File: src/rtl/imem_prog_pkg.sv
// Shared types for the IMEM UART loader: FSM states, error codes, port request.
package imem_prog_pkg;

   localparam logic [7:0] DEF_SYNC_BYTE = 8'hA5;

   typedef enum logic [2:0] {
      S_IDLE,
      S_CNT_LO,
      S_CNT_HI,
      S_DATA,
      S_CSUM,
      S_END
   } prog_state_t;

   typedef enum logic [1:0] {
      ERR_NONE    = 2'd0,
      ERR_BAD_CNT = 2'd1,
      ERR_TIMEOUT = 2'd2,
      ERR_CSUM    = 2'd3
   } prog_err_t;

   typedef struct packed {
      logic        en;
      logic [3:0]  we;
      logic [31:0] addr;
      logic [31:0] din;
   } imem_req_t;

endpackage

File: src/rtl/imem_port_mux.sv
// Combinational IMEM port arbiter: loader owns the port while prog_ena is high.
module imem_port_mux
   import imem_prog_pkg::*;
(
   input  logic        prog_ena,
   input  imem_req_t   ld_req,
   input  logic        fetch_en,
   input  logic [31:0] fetch_addr,
   output imem_req_t   port_req
);

   always_comb begin
      port_req = '0;
      if (prog_ena) begin
         port_req = ld_req;
      end else begin
         port_req.en   = fetch_en;
         port_req.addr = fetch_addr;
      end
   end

endmodule

File: src/rtl/imem_prog_controller.sv
// UART frame loader for IMEM: sync, LE word count, LE words, XOR checksum.
module imem_prog_controller
   import imem_prog_pkg::*;
#(
   parameter logic [7:0]  SYNC_BYTE   = DEF_SYNC_BYTE,
   parameter int          DEPTH_WORDS = 1024,
   parameter logic [31:0] BASE_ADDR   = 32'h0,
   parameter int          TIMEOUT_CYC = 100000
)(
   input  logic        clk,
   input  logic        Rst_n,
   input  logic        uart_valid,
   input  logic [7:0]  uart_dout,
   input  logic        fetch_en,
   input  logic [31:0] fetch_addr,
   output logic        imem_en,
   output logic [3:0]  imem_we,
   output logic [31:0] imem_addr,
   output logic [31:0] imem_din,
   output logic        prog_ena,
   output logic        prog_done,
   output logic [1:0]  prog_err,
   output logic [15:0] words_loaded
);

   localparam int            TW        = $clog2(TIMEOUT_CYC + 1);
   localparam logic [TW-1:0] TMO_LIM   = TW'(TIMEOUT_CYC);
   localparam logic [16:0]   DEPTH_LIM = 17'(DEPTH_WORDS);

   prog_state_t   state;
   prog_err_t     err_q;
   logic [7:0]    cnt_lo;
   logic [15:0]   word_cnt;
   logic [15:0]   cnt_full;
   logic [31:0]   asm_word;
   logic [1:0]    byte_idx;
   logic [7:0]    csum;
   logic [TW-1:0] tmo_cnt;
   logic          tmo_fire;
   logic          wr_vld;
   logic [31:0]   wr_addr;
   logic [31:0]   wr_data;
   imem_req_t     ld_req;
   imem_req_t     port_req;

   assign cnt_full = {uart_dout, cnt_lo};
   assign prog_err = err_q;

   // Timeout only applies between bytes of a frame; it overrides a same-cycle byte.
   assign tmo_fire = (state != S_IDLE) && (state != S_END) && (tmo_cnt == TMO_LIM);

   always_ff @(posedge clk or negedge Rst_n) begin
      if (!Rst_n) begin
         state        <= S_IDLE;
         err_q        <= ERR_NONE;
         prog_ena     <= 1'b0;
         prog_done    <= 1'b0;
         words_loaded <= '0;
         cnt_lo       <= '0;
         word_cnt     <= '0;
         asm_word     <= '0;
         byte_idx     <= '0;
         csum         <= '0;
         tmo_cnt      <= '0;
         wr_vld       <= 1'b0;
         wr_addr      <= '0;
         wr_data      <= '0;
      end else begin
         wr_vld    <= 1'b0;
         prog_done <= 1'b0;
         if (state == S_IDLE || uart_valid)
            tmo_cnt <= '0;
         else if (tmo_cnt != TMO_LIM)
            tmo_cnt <= tmo_cnt + 1'b1;

         if (tmo_fire) begin
            err_q    <= ERR_TIMEOUT;
            prog_ena <= 1'b0;
            state    <= S_IDLE;
         end else begin
            case (state)
               S_IDLE: if (uart_valid && uart_dout == SYNC_BYTE) begin
                  state        <= S_CNT_LO;
                  prog_ena     <= 1'b1;
                  err_q        <= ERR_NONE;
                  words_loaded <= '0;
                  csum         <= '0;
                  byte_idx     <= '0;
                  asm_word     <= '0;
               end
               S_CNT_LO: if (uart_valid) begin
                  cnt_lo <= uart_dout;
                  state  <= S_CNT_HI;
               end
               S_CNT_HI: if (uart_valid) begin
                  word_cnt <= cnt_full;
                  if ({1'b0, cnt_full} > DEPTH_LIM) begin
                     err_q    <= ERR_BAD_CNT;
                     prog_ena <= 1'b0;
                     state    <= S_IDLE;
                  end else if (cnt_full == 16'd0) begin
                     state <= S_CSUM;
                  end else begin
                     state <= S_DATA;
                  end
               end
               S_DATA: if (uart_valid) begin
                  // Bytes shift in from the top so the 4th byte completes {b3,b2,b1,b0}.
                  csum     <= csum ^ uart_dout;
                  byte_idx <= byte_idx + 2'd1;
                  asm_word <= {uart_dout, asm_word[31:8]};
                  if (byte_idx == 2'd3) begin
                     wr_vld       <= 1'b1;
                     wr_addr      <= BASE_ADDR + {14'b0, words_loaded, 2'b00};
                     wr_data      <= {uart_dout, asm_word[31:8]};
                     words_loaded <= words_loaded + 16'd1;
                     if (words_loaded + 16'd1 == word_cnt)
                        state <= S_CSUM;
                  end
               end
               S_CSUM: if (uart_valid) begin
                  prog_ena <= 1'b0;
                  if (uart_dout == csum) begin
                     prog_done <= 1'b1;
                     state     <= S_END;
                  end else begin
                     err_q <= ERR_CSUM;
                     state <= S_IDLE;
                  end
               end
               S_END:   state <= S_IDLE;
               default: state <= S_IDLE;
            endcase
         end
      end
   end

   assign ld_req = '{en: wr_vld, we: {4{wr_vld}}, addr: wr_addr, din: wr_data};

   imem_port_mux u_mux (
      .prog_ena   (prog_ena),
      .ld_req     (ld_req),
      .fetch_en   (fetch_en),
      .fetch_addr (fetch_addr),
      .port_req   (port_req)
   );

   assign imem_en   = port_req.en;
   assign imem_we   = port_req.we;
   assign imem_addr = port_req.addr;
   assign imem_din  = port_req.din;

endmodule
File: config.mk
export PLATFORM = sky130hd
export DESIGN_NAME = imem_prog_controller
export DESIGN_NICKNAME = d
export VERILOG_FILES = /design/src/rtl/imem_prog_pkg.sv /design/src/rtl/imem_port_mux.sv /design/src/rtl/imem_prog_controller.sv
export SDC_FILE = /design/constraint.sdc
export NUM_CORES = 1
export LEC_CHECK = 0
export CAP_MARGIN = 40
export CORE_MARGIN = 4
export CORE_UTILIZATION = 37
export DETAILED_ROUTE_END_ITERATION = 16
export GPL_TIMING_DRIVEN = 0
export PLACE_DENSITY = 0.72
export SLEW_MARGIN = 25
export SYNTH_ARGS = -nofsm -noshare
export SYNTH_HDL_FRONTEND = slang
export SYNTH_SLANG_ARGS = --single-unit
File: constraint.sdc
create_clock -name clk -period 5.15 [get_ports clk]
set_input_delay 0.7725 -clock clk [delete_from_list [all_inputs] [get_ports clk]]
set_output_delay 0.7725 -clock clk [all_outputs]
set_load 0.02 [all_outputs]
==> impl_results.md <==
* Layout Nets at roughly 900
* Mapped Nets at 755
* Area Growth Syn to Fin at 30.0%
* Final Wtd Congestion at 0.900
* Vias in the first global route at 5621
* Cell Area, Synth at ~7400 µm²
* Mapped Cells at about 700
* Leakage at around 4.3 nW
* RSZ-0062 raised after global routing: false
* Crit path launch type: flip-flop
* Final Skew at approximately 0.010 ns
* Initial DRC count at between 400 and 500
* Worst reg-to-reg path cell count at 11
* Max Root-Sink Buffers at 2
* Slew headroom at 0.597
* Reg2Reg Launch Point: tmo_cnt[0]$_DFFE_PN0P_
* Worst-path clk slew at 0.07 ns
* Antenna-violating nets left at 0
* Vias per cell at approximately 5.1
* Die W at roughly 150 µm
* CP arrival at about 2.7 ns
* Endpoints failing setup at 0
* IO Count at between 100 and 150
* Clock Tree Root: clkbuf_16
* Placed inst area at 9020 µm²
* H-tree levels at 4
* Synth cell types at 54
* Final Hold Viols at 0
* Crit path max-delay cell type: clkdlybuf4s50_1
* Drt pass-1 iters at 5
* Initial antenna violation count at 1
* Drt total wl at 18.7 mm
* Critical Path Fanout Max at 10
* Sequential area share after synthesis at 0.498
* Status: finished, final reports clean
* Max-slew violations at 0
* Total congestion overflow at 0
* Die height at about 150 µm
* Yosys warnings at 0
* Worst vdd ir at roughly 0.27 mV
* Slowest stage delay, CP at 0.63 ns
* Net Sw Frac at 0.341
* Hold_buf cts at 0
* CTS tree: built
* Psw at 1.50 mW
* Die footprint at 22300 µm²
* Setup_tns at 0 ns
* Power Density at ~460 nW/µm²
* Worst min path class: in -> async
* Fraction of layout instances using a drive strength above 1 at 0.186
* Worst R2R Setup Slack at 2.45 ns
* First-pass GRT wire length at 30.1 mm
* # resized after CTS at 0
* Clock Power Share at 0.285
* Mean area per synthesized cell at 10.5 µm²
* Comb pwr share at 0.327
* Critical path type: reg -> out
* Hold slack at about 0.34 ns
* CTS sink cnt at around 150
* Port bufs at around 130
* Fillcell total at approximately 1800
* Clock period minus worst slack at ~3.4 ns
* Yosys reg bits at roughly 150
* Final instance area at a little under 10000 µm²
* Setup Slack @ Placement at ~1.7 ns
* Row count at between 50 and 60
* F_max at approximately 290 MHz
* Final setup margin at 1.70 ns
* Worst-Skew Late Latency at roughly 0.43 ns
* Internal Power at roughly 2.9 mW
* Crit path cell chain: buf_1 -> clkbuf_1 -> and2_1 -> clkdlybuf4s50_1
* Period utilization at 0.669
* Number of diodes at 0
* Detailed placement HPWL at around 14 mm
* Sequential power share at 0.388
* Number of max-cap violations at 0
* Crit path required time at roughly 4.4 ns
* Post-CTS setup buffers at 0
* Drt wl/cell at between 15 and 20 µm
* GRT Overall Usage at 0.170
* Worst Tran Pin Value at about 0.6 ns
* Initial core utilization at 0.379
* Worst setup EP type: primary output
* Core area at between 15000 and 20000 µm²
* Drt drc at 0
* Vias at between 5000 and 6000
* TritonCTS Buffers at 17
* Pwr Total at roughly 4.4 mW
* FF-to-FF End: words_loaded[6]$_DFFE_PN0P_
* Largest net degree at the start of global routing at between 80 and 90
==> metrics by stage <==
stage / util / instances
floorplan: - / 707
global placement: 0.460 / 1098
finish: 0.492 / 1131
detailed placement: 0.462 / 1099
global route: 0.492 / 1131
CTS: 0.492 / 1131
==> worst max-delay path, delay by kind of cell, from the launching register on <==
kind / cells / cell delay (ns)
flip-flops: 1 / 0.43
AND/OR/NAND/NOR: 1 / 0.22
buffers and inverters: 3 / 1.59
==> layout by cell type (no fill, tap or decap), types with 4 or more instances in the layout <==
cell / n
o31ai_1: 6
dfrtp_1: 147
nor2b_1: 18
clkbuf_16: 17
buf_2: 13
xor2_1: 21
nor3_1: 7
mux2_2: 89
nor2_1: 37
clkdlybuf4s50_1: 125
and4_1: 5
a21oi_1: 12
xnor2_1: 26
inv_6: 7
nand3_1: 41
or3_1: 5
nand4_1: 8
o21ai_1: 4
nand2_1: 89
clkbuf_1: 24
inv_1: 6
o21ai_0: 47
and3_1: 10
nor4_1: 4
buf_4: 4
and2_1: 34
ha_1: 4
==> sequential cells by signal, summed over array words and instances, names as in the netlist <==
name / flops
words_loaded: 16
csum: 8
tmo_cnt: 17
word_cnt: 16
asm_word: 24
cnt_lo: 8
wr_vld: 1
state: 3
byte_idx: 2
wr_addr: 16
prog_err: 2
prog_done: 1
prog_ena: 1
wr_data: 32
==> kinds of logic (layout without fill, tap and decap cells) <==
group | count (synthesis) | count (layout) | share of synthesized area
fa+ha+maj | 4 | 4 | 0.00677
simple gates | 279 | 279 | 0.198
buf+inv | 54 | 213 | 0.0347
mux | 91 | 91 | 0.139
xor+xnor | 47 | 47 | 0.0557
flops | 147 | 147 | 0.498
compound gates | 85 | 85 | 0.0689
==> layer usage <==
layer	routed length, µm	global-route usage
met1	8310	0.230
met2	8770	0.272
met3	1350	0.0465
met4	210	0.0403
met5	13	0
==> Yosys cell counts (all sizes together) <==
| cell | instances | area (µm²) |
|---|---|---|
| a22o | 1 | 8.76 |
| xor2 | 21 | 184 |
| nand3 | 42 | 215 |
| nor2 | 37 | 139 |
| o211ai | 1 | 7.51 |
| xnor2 | 26 | 228 |
| o31ai | 6 | 45.0 |
| and2 | 35 | 221 |
| nor3 | 8 | 45.0 |
| a211oi | 2 | 20.0 |
| or3 | 5 | 31.3 |
| inv | 7 | 26.3 |
| clkbuf | 24 | 90.1 |
| buf | 23 | 140 |
| mux2 | 91 | 1020 |
| nand2b | 2 | 12.5 |
| and3 | 14 | 100 |
| o21ai | 51 | 255 |
| nor4 | 4 | 25.0 |
| a2111o | 1 | 11.3 |
| o311ai | 2 | 17.5 |
| o22a | 1 | 8.76 |
| nor4b | 2 | 30.0 |
| nor4bb | 1 | 10.0 |
| a32oi | 1 | 8.76 |
| a21o | 1 | 8.76 |
| nand4b | 2 | 17.5 |
| a41oi | 1 | 16.3 |
| nor3b | 1 | 7.51 |
| nand3b | 2 | 15.0 |
| nand2 | 89 | 334 |
| ha | 4 | 50.1 |
| o41ai | 3 | 26.3 |
| a31oi | 1 | 6.26 |
| and4 | 5 | 43.8 |
| a21oi | 13 | 68.8 |
| nor2b | 18 | 113 |
| dfrtp | 147 | 3680 |
| nand4 | 9 | 62.6 |
| and4bb | 3 | 37.5 |
==> how the worst max path moves through the flow <==
stage / from / to / slack [ns] / cells past startpoint
2_1_floorplan: uart_dout[3] / prog_err[0]$_DFFE_PN0P_ / 2.59 / 7
3_3_place_gp: Rst_n / tmo_cnt[11]$_DFFE_PN0P_ / -2.65 / 1
3_5_place_dp: uart_dout[3] / prog_err[0]$_DFFE_PN0P_ / 1.70 / 8
4_1_cts: prog_ena$_DFFE_PN0P_ / imem_din[29] / 1.57 / 4
5_1_grt: prog_ena$_DFFE_PN0P_ / imem_din[29] / 1.48 / 4
6_report: prog_ena$_DFFE_PN0P_ / imem_din[29] / 1.70 / 4
==> area by class of cell <==
class                           instances  area [µm²]  share of cell area
Multi-Input combinational cell        506        3460               0.360
Clock buffer                           17         425              0.0443
Buffer                                 47         230              0.0240
Tap cell                              265         332              0.0345
Timing Repair Buffer                  127        1290               0.135
Inverter                                7        26.3             0.00273
Sequential cell                       147        3680               0.383
Clock inverter                         15         168              0.0174
==> power groups by stage <==
| stage | combinational, mW | sequential, mW | clock, mW |
|---|---|---|---|
| floorplan | 0.958 | 1.66 | 0 |
| global placement | 1.41 | 1.71 | 0 |
| detailed placement | 1.44 | 1.73 | 0 |
| CTS | 1.45 | 1.71 | 1.28 |
| global route | 1.58 | 1.75 | 1.33 |
| finish | 1.43 | 1.71 | 1.25 |
Power figures use the tool's default switching activity.
